<file path="src/rtl/rf_scoreboard_pkg.sv">
// Shared processor constants for the register file and its write scoreboard.
// Holds the architectural register count, the in-flight counter width and the
// register-index width, so rf and rf_scoreboard always agree on sizing.
package rf_scoreboard_pkg;

  // Number of architectural registers (matches the 8-entry register file).
  localparam int NREG  = 8;
  // Width of each per-register in-flight write counter (max count 3).
  localparam int CNT_W = 2;
  // Register-index width (rf read1regsel/read2regsel/writeregsel encoding).
  localparam int IDX_W = 3;

  typedef logic [IDX_W-1:0] reg_idx_t;

  // True when a register index selects register number n.
  function automatic logic idx_is(input reg_idx_t idx, input int n);
    return (int'(idx) == n);
  endfunction

endpackage

</file>
<file path="src/rtl/sb_counter.sv">
// Purpose: CNT_W-bit saturating up/down counter for one register's in-flight writes.
// Latency: count updates on the edge after inc/dec/clr; nz/underflow follow the count.
// Backpressure: none here; the caller must not increment at max (the top stalls instead).
//
// Ports:
//   clk, rst        clock, asynchronous active-high reset
//   inc_i           an accepted issue writes this register
//   dec_i           writeback retires a write to this register
//   clr_i           flush; clears the count and suppresses underflow
//   cnt_o           current count
//   nz_o            count is nonzero
//   underflow_o     dec_i presented with count already zero (and no flush)
module sb_counter
  import rf_scoreboard_pkg::*;
#(
  parameter int CNT_W = rf_scoreboard_pkg::CNT_W
) (
  input  logic             clk,
  input  logic             rst,
  input  logic             inc_i,
  input  logic             dec_i,
  input  logic             clr_i,
  output logic [CNT_W-1:0] cnt_o,
  output logic             nz_o,
  output logic             underflow_o
);

  localparam logic [CNT_W-1:0] CNT_MAX  = '1;
  localparam logic [CNT_W-1:0] CNT_ZERO = '0;
  localparam logic [CNT_W-1:0] CNT_ONE  = CNT_W'(1);

  logic [CNT_W-1:0] cnt_q;
  logic [CNT_W-1:0] cnt_d;

  // Simultaneous inc and dec cancel, including at zero: the count stays put
  // while the underflow is still reported for the retired-but-unknown write.
  always_comb begin
    cnt_d = cnt_q;
    if (clr_i) begin
      cnt_d = CNT_ZERO;
    end else if (inc_i && !dec_i) begin
      if (cnt_q != CNT_MAX) begin
        cnt_d = cnt_q + CNT_ONE;
      end
    end else if (dec_i && !inc_i) begin
      if (cnt_q != CNT_ZERO) begin
        cnt_d = cnt_q - CNT_ONE;
      end
    end
  end

  always_ff @(posedge clk or posedge rst) begin
    if (rst) begin
      cnt_q <= CNT_ZERO;
    end else begin
      cnt_q <= cnt_d;
    end
  end

  assign cnt_o       = cnt_q;
  assign nz_o        = (cnt_q != CNT_ZERO);
  // A flush discards everything in flight, so a stray writeback in that
  // cycle is not treated as a protocol error.
  assign underflow_o = dec_i && !clr_i && (cnt_q == CNT_ZERO);

endmodule

</file>
<file path="src/rtl/rf_scoreboard.sv">
// Purpose: register-file write scoreboard; tracks in-flight writes and stalls RAW/overflow issues.
// Latency: stall is combinational from current counts; pending/err update on the next edge.
// Backpressure: stall holds decode; flush is not folded into stall (decode qualifies it).
//
// Ports:
//   clk, rst                      clock, asynchronous active-high reset
//   issue_valid/issue_wr          instruction presented / it writes issue_dst
//   issue_dst                     destination register index
//   issue_src1/src1_used          first source index / it is read
//   issue_src2/src2_used          second source index / it is read
//   wb_valid/wb_reg               writeback retires a write to wb_reg
//   flush                         discard all in-flight writes
//   stall                         decode must hold the presented instruction
//   pending                       bit i set while register i has writes in flight
//   err                           sticky writeback-underflow flag, cleared only by rst
module rf_scoreboard
  import rf_scoreboard_pkg::*;
#(
  parameter int NREG  = rf_scoreboard_pkg::NREG,
  parameter int CNT_W = rf_scoreboard_pkg::CNT_W
) (
  input  logic             clk,
  input  logic             rst,
  input  logic             issue_valid,
  input  logic             issue_wr,
  input  logic [IDX_W-1:0] issue_dst,
  input  logic [IDX_W-1:0] issue_src1,
  input  logic             src1_used,
  input  logic [IDX_W-1:0] issue_src2,
  input  logic             src2_used,
  input  logic             wb_valid,
  input  logic [IDX_W-1:0] wb_reg,
  input  logic             flush,
  output logic             stall,
  output logic [NREG-1:0]  pending,
  output logic             err
);

  localparam logic [CNT_W-1:0] CNT_MAX = '1;

  logic [CNT_W-1:0] cnt [NREG];
  logic [NREG-1:0]  nz;
  logic [NREG-1:0]  uf;
  logic [NREG-1:0]  inc;
  logic [NREG-1:0]  dec;

  logic             src1_hit;
  logic             src2_hit;
  logic             dst_full;
  logic             issue_acc;
  logic             err_q;
  logic             err_d;

  // ------------------------------------------------------------------
  // Stall: RAW hazard on either used source, or destination counter full.
  // Uses the current counts only; a same-cycle writeback does not bypass.
  // ------------------------------------------------------------------
  always_comb begin
    src1_hit = 1'b0;
    src2_hit = 1'b0;
    dst_full = 1'b0;
    for (int i = 0; i < NREG; i++) begin
      if (idx_is(issue_src1, i) && nz[i]) begin
        src1_hit = 1'b1;
      end
      if (idx_is(issue_src2, i) && nz[i]) begin
        src2_hit = 1'b1;
      end
      if (idx_is(issue_dst, i) && (cnt[i] == CNT_MAX)) begin
        dst_full = 1'b1;
      end
    end
  end

  assign stall = issue_valid && ((src1_used && src1_hit) ||
                                 (src2_used && src2_hit) ||
                                 (issue_wr  && dst_full));

  assign issue_acc = issue_valid && !stall;

  // ------------------------------------------------------------------
  // Per-register increment/decrement strobes.
  // ------------------------------------------------------------------
  always_comb begin
    inc = '0;
    dec = '0;
    for (int i = 0; i < NREG; i++) begin
      inc[i] = issue_acc && issue_wr && idx_is(issue_dst, i);
      dec[i] = wb_valid && idx_is(wb_reg, i);
    end
  end

  for (genvar g = 0; g < NREG; g++) begin : g_cnt
    sb_counter #(
      .CNT_W(CNT_W)
    ) u_cnt (
      .clk        (clk),
      .rst        (rst),
      .inc_i      (inc[g]),
      .dec_i      (dec[g]),
      .clr_i      (flush),
      .cnt_o      (cnt[g]),
      .nz_o       (nz[g]),
      .underflow_o(uf[g])
    );
  end

  // ------------------------------------------------------------------
  // Sticky error: set by any underflow, survives flush, cleared by rst.
  // ------------------------------------------------------------------
  assign err_d = err_q || (|uf);

  always_ff @(posedge clk or posedge rst) begin
    if (rst) begin
      err_q <= 1'b0;
    end else begin
      err_q <= err_d;
    end
  end

  // nz is a pure function of the counter flops, so pending only moves at
  // an edge (or immediately on rst).
  assign pending = nz;
  assign err     = err_q;

endmodule

</file>
<file path="config.mk">
export PLATFORM = sky130hd
export DESIGN_NAME = rf_scoreboard
export DESIGN_NICKNAME = d
export VERILOG_FILES = /design/src/rtl/rf_scoreboard_pkg.sv /design/src/rtl/sb_counter.sv /design/src/rtl/rf_scoreboard.sv
export SDC_FILE = /design/constraint.sdc
export NUM_CORES = 1
export LEC_CHECK = 0
export BUFFER_PORTS_ARGS = -buffer_cell sky130_fd_sc_hd__buf_2
export CAP_MARGIN = 0
export CELL_PAD_IN_SITES_DETAIL_PLACEMENT = 1
export CELL_PAD_IN_SITES_GLOBAL_PLACEMENT = 2
export CORE_ASPECT_RATIO = 1.5
export CORE_MARGIN = 1.5
export CORE_UTILIZATION = 33
export DETAILED_ROUTE_END_ITERATION = 8
export GPL_TIMING_DRIVEN = 0
export PLACE_DENSITY = 0.83
export SETUP_SLACK_MARGIN = 0.5
export SLEW_MARGIN = 10
export SYNTH_ARGS = -nofsm -noshare
export SYNTH_HDL_FRONTEND = slang
export SYNTH_SLANG_ARGS = --single-unit
export TNS_END_PERCENT = 100
</file>
<file path="constraint.sdc">
create_clock -name clk -period 2.5 [get_ports clk]
set_clock_uncertainty 0.2 [all_clocks]
set_input_delay 0.5 -clock clk [delete_from_list [all_inputs] [get_ports clk]]
set_output_delay 0.5 -clock clk [all_outputs]
set_load 0.02 [all_outputs]
</file>
==> impl_metrics.ini, run 1 <==
[layout]
final_cells = 345
final_cell_mix = nand2_1 (31), buf_2 (22), buf_6 (20), nor2_1 (18), buf_4 (16)
syn_to_final_growth_pct = 38.5
num-nets-final = 298
drive_above_1_share_pct = 39.4
final_cell_area_sq_mm = 0.00245
antenna_cells = 0
layout_commonest_cell = nand2_1

[timing]
post-route-period-util_pct = 107
hold_viol = 0
max_clock_freq_mhz = 374
tns_ps = -204
worstMarginPinSlew_ps = 799
rsz0062_at_grt = true
setup_slack_ps = -174
slew_violations = 0
setup_viol = 2
period_needed_ps = 2670
worst_slew_margin_rel_pct = 46.7

[global_route]
grt_pass1_wl_microns = 10100
grt_use_met2_pct = 42.2
use_met3_pct = 1.82
busiest_layer = met2
use_met1_pct = 24.5
grt_pass1_vias = 2045
grt_max_degree = 18
grt_overflow_total = 0
grt_antenna_before_repair = 0
track_usage_pct = 22.2

[route]
drt_pass1_iterations = 4
vias = 1992
wl_microns = 6430
via_per_inst = 5.77
drcViolationCount = 0
post_drt_wl_per_cell_microns = 18.6
ant_nets = 0
drtIter0Drc = 68

[die]
initial_core_util_pct = 34.2
io_pins = 30
die-area_sq_mm = 0.00581
fp.dieH_microns = 92.6
fp.dieW_microns = 62.7
row_count = 32
core-area_sq_mm = 0.00516

[logic_synthesis]
ys_seq_area_share_pct = 24.1
yosysUniqueCellTypes = 51
syn_nets = 247
netlist_area_sq_mm = 0.00177
synthArstFlopShare_pct = 100
syn_area_per_cell_sq_um = 7.78
ys_ff_latch = 17
synth-edff-count = 0
synth_flop_cell = dfrtp_1
ys_warn_count = 0
syn_inst = 227

[setup_path]
crit_path_end = stall
rrSetupSlack_ps = -30
startpoint = g_cnt[3].u_cnt.cnt_o[0]
required_ps = 1800
critPathLaunchType = flop
cp_data_arrival_time_ps = 1970
r2r-end = g_cnt[2].u_cnt.cnt_o[0]
cp_max_fo = 2
r2r.worst_path.cells = 9
cp-end-kind = output port
crit_type = reg2out
timing.rr.start = g_cnt[3].u_cnt.cnt_o[0]

[pwr]
power_density_mw_per_mm2 = 284
clkPwrFrac_pct = 32.5
p_switching_mw = 0.229
power_mw = 0.694
swShare_pct = 33.0
power_frac_seq_pct = 40.0
p_leak_nw = 1.07
ir_worst_vdd_mv = 0.179
power_frac_comb_pct = 27.6
p_int_mw = 0.465

[outcome]
violations = setup timing
status = finished with violations

[placement]
place_ws_ps = -242
port_buffers = 27
placed_cells = 322
gp_congestion = 0.781
place_area_sq_mm = 0.00205
dp_hpwl_microns = 4530

[cts]
cts_tree = built
cts_hold_buf = 0
htree_levels = 1
insertion_delay_ps = 260
cts_root_buf = clkbuf_8
clk_path_buf_depth = 2
cts_buffers = 3
path_clk_slew_ps = 80
cts_sinks = 17

[worst_hold_path]
hp-class = in2async

[flow_run]
cap_violations = 0
[state kept, by name, indices dropped and copies added, names as in the netlist]
| name | cells |
|---|---|
| err | 1 |
| g_cnt.u_cnt.cnt_o | 16 |
[cell usage after synthesis, types with 2 or more instances]
master     number  share of area (%)
nand3_1        11                3.1
mux2_2          2                1.3
nor3_1          8                2.3
or2_2           6                2.1
nor4b_1         9                4.5
o311ai_0        2               0.99
nand2_1        34                7.2
nand4_1         2               0.71
o211ai_1       12                5.1
nand2b_1        3                1.1
and2_1          2               0.71
dfrtp_1        17                 24
nor3b_2         2                1.4
nor2b_1        11                3.9
a311oi_1        2               0.99
clkbuf_1        7                1.5
a31oi_1         3                1.1
nor4_1          4                1.4
or4b_1          2                1.1
buf_6           3                1.9
nor2_1         19                4.0
nor3b_1         2               0.85
nor4b_2         2                1.7
a32oi_2         2                1.8
and3_1          3                1.1
o21ai_0         4                1.1
and3_2          3                1.3
a21o_1          2               0.85
inv_1           5                1.1
o2bb2ai_1       3                1.5
buf_4           9                3.8
o22ai_1         4                1.4
a21oi_1         2               0.57
o21bai_1        8                3.4
[cell type report]
type	instances	area, sq um
clock buffer	3	41.3
clock inverter	1	5.00
inverter	6	27.5
timing repair buffer	46	332
tap	68	85.1
sequential	17	433
multi-input combinational	183	1320
buffer	21	208
fill	649	2720
[routing by layer]
layer | wire length [microns] | vias to the layer above
met5 | 0 | -
met4 | 252 | 0
met3 | 220 | 19
met2 | 3400 | 58
met1 | 2550 | 979
li1 | - | 936
[power groups by stage]
stage | Sequential (mW) | Clock [mW] | Combinational [mW]
global placement | 0.283 | 0 | 0.155
global route | 0.278 | 0.240 | 0.206
detailed placement | 0.283 | 0 | 0.158
floorplan | 0.283 | 0 | 0.101
CTS | 0.277 | 0.229 | 0.180
finish | 0.277 | 0.225 | 0.191
[kinds of logic after synthesis]
logic type             share of synthesized area [%]
AOI/OAI and AO/OA                               22.0
and+or+nand+nor                                 41.8
buffers and inverters                           9.06
DFF                                             24.1
muxes                                           3.12
[worst min-delay path by stage]
stage | slack, ps | to | startpoint
global placement | 260 | err | err
floorplan | 230 | err | rst
CTS | 190 | g_cnt[6].u_cnt.cnt_o[0] | rst
finish | 170 | g_cnt[2].u_cnt.cnt_o[1] | rst
global route | 220 | g_cnt[6].u_cnt.cnt_o[0] | rst
detailed placement | 280 | err | err
[through the flow]
step | util, % | hold WS [ps]
6_report | 47.4 | 173
5_1_grt | 47.4 | 219
4_1_cts | 44.8 | 194
3_5_place_dp | 39.6 | 281
3_3_place_gp | 39.6 | 262
2_1_floorplan | - | 226
[critical path, stage by stage, from the launching register on]
cell	delay [ps]
dfrtp_1	380
buf_6	120
nand2_2	40
mux4_2	520
a211oi_4	260
nand2_2	100
a31oi_4	160
buf_6	130
[timing repair]
action,4_1_cts,5_1_grt
pin swaps,1,2
hold endpoints to repair,0,0
buffers inserted,9,9
cloned,0,1
gates resized for setup,45,14
setup endpoints to repair,25,24
Note: power is estimated with default switching activity, not from simulation.
==> run 2, diff against run 1 <==
==> constraint.sdc (replaced) <==
create_clock -name clk -period 2.5 [get_ports clk]
set_clock_uncertainty 0.2 [all_clocks]
set_input_delay 0.5 -clock clk [delete_from_list [all_inputs] [get_ports clk]]
set_output_delay 0.5 -clock clk [all_outputs]
set_load 0.01 [all_outputs]
==> run 2 against run 1 <==
The flow still finishes with violations (setup timing). Worst setup slack better by 68 ps. Hold slack worse by 51 ps. Combinational power shrank 7%. Routed wire length down 7.2%. Critical path depth unchanged. Die area unchanged. Clock-buffer cell count did not move. Power decreased by 2.4%. Register-to-register slack improved by 20 ps. Flip-flop and latch count is the same. Critical path type unchanged.
==> impl_metrics.ini, run 2 (synthesized netlist as in run 1, its figures left out) <==
[cts]
cts_buffers = 3
cts_hold_buf = 0
path_clk_slew_ps = 80
cts_root_buf = clkbuf_8
insertion_delay_ps = 270
htree_levels = 1
cts_tree = built
clk_path_buf_depth = 2
cts_sinks = 17

[setup_path]
required_ps = 1800
crit_type = reg2out
cp_max_fo = 9
r2r-end = g_cnt[2].u_cnt.cnt_o[0]
cp_slowest_cell = mux4_2
cp_data_arrival_time_ps = 1910
timing.rr.start = g_cnt[1].u_cnt.cnt_o[0]
cp-end-kind = output port
max_stage_delay_ps = 510
startpoint = g_cnt[3].u_cnt.cnt_o[0]
crit_chain = buf_6 > nand2_1 > mux4_2 > a211oi_2 > nand2_1 > a31oi_2 > buf_2
crit_path_end = stall
critPathLaunchType = flop
rrSetupSlack_ps = -10
crit_top_cell = nand2_1
r2r.worst_path.cells = 9

[timing]
hold_viol = 0
setup_viol = 2
setup_slack_ps = -106
hold_slack_ps = 122
worst_slew_margin_rel_pct = 53.9
slew_violations = 0
period_needed_ps = 2610
max_clock_freq_mhz = 384
worstMarginPinSlew_ps = 691
post-route-period-util_pct = 104
rsz0062_at_grt = true

[layout]
antenna_cells = 0
final_cell_mix = nand2_1 (32), buf_2 (24), buf_4 (22), nor2_1 (19), o211ai_1 (12)
syn_to_final_growth_pct = 32.8
final_cells = 343
final_cell_area_sq_mm = 0.00235
num-nets-final = 296
drive_above_1_share_pct = 37.1
layout_commonest_cell = nand2_1
largest_reg_flops = 16

[placement]
placed_cells = 322
port_buffers = 27
gp_congestion = 0.836
dp_hpwl_microns = 4470
place_ws_ps = -144
place_area_sq_mm = 0.00203

[die]
fp.dieW_microns = 62.7
fp.dieH_microns = 92.6
initial_core_util_pct = 34.2
core-area_sq_mm = 0.00516
io_pins = 30
die-area_sq_mm = 0.00581
row_count = 32

[route]
via_per_inst = 5.69
drcViolationCount = 0
vias = 1953
drtIter0Drc = 46
wl_microns = 5970
ant_nets = 0
post_drt_wl_per_cell_microns = 17.4
drt_pass1_iterations = 4

[global_route]
track_usage_pct = 21.2
grt_overflow_total = 0
grt_pass1_wl_microns = 9760
grt_max_degree = 18
grt_antenna_before_repair = 0
grt_pass1_vias = 2006

[flow_run]
cap_violations = 0

[worst_hold_path]
hp-class = in2async

[outcome]
violations = setup timing
status = finished with violations

[pwr]
power_density_mw_per_mm2 = 289
p_leak_nw = 1.04
ir_worst_vdd_mv = 0.131
run 2: layout make-up:
type	count	area, sq um
fillers	640	2820
multi-input cells	183	1260
flip-flops and latches	17	434
repair buffers	44	298
plain buffers	21	193
well taps	68	85.1
clock buffers	3	41.3
inverters	6	27.5
clock inverters	1	7.51
run 2: how the worst min path moves through the flow:
stage,start,endpoint,slack (ps),cells after the start
after floorplan,rst,err,230,1
after global placement,err,err,260,1
after detailed placement,err,err,270,1
after CTS,rst,g_cnt[6].u_cnt.cnt_o[1],170,2
after global routing,rst,g_cnt[6].u_cnt.cnt_o[1],190,2
final,rst,g_cnt[6].u_cnt.cnt_o[1],120,2
run 2: power breakdown:
part / leakage [nW] / internal [mW] / switching, mW
Combinational: 0.798 / 0.0767 / 0.101
Clock: 0.0217 / 0.113 / 0.110
Sequential: 0.220 / 0.276 / 0.00117
run 2: timing repair:
item                                    CTS  global route
setup buffers                            12             5
resized for setup                        25            15
endpoints found under the setup margin   25            24
pin swaps                                 5             2
run 2: layer usage:
| layer | global-route usage (%) | vias to the layer above | part of all wire, % |
|---|---|---|---|
| met5 | 0 | - | 0 |
| met4 | 7.59 | 0 | 3.0 |
| met3 | 2.31 | 15 | 3.2 |
| met2 | 40.9 | 37 | 53 |
| met1 | 23.6 | 969 | 40 |
| li1 | - | 932 | - |
run 2: worst max-delay path: cells and delay by family, from the launching register on:
kind	cells	cell delay (ps)
mux	1	510
compound gates	2	380
simple gates	2	140
flops	1	340
buf+inv	2	280
run 2: stage by stage:
stage	util [%]	total power [mW]	setup TNS, ps
detailed placement	39.2	0.433	-344
CTS	43.7	0.676	-116
floorplan	-	0.378	0
finish	45.4	0.678	-115
global route	45.4	0.705	-806
global placement	39.2	0.433	-386
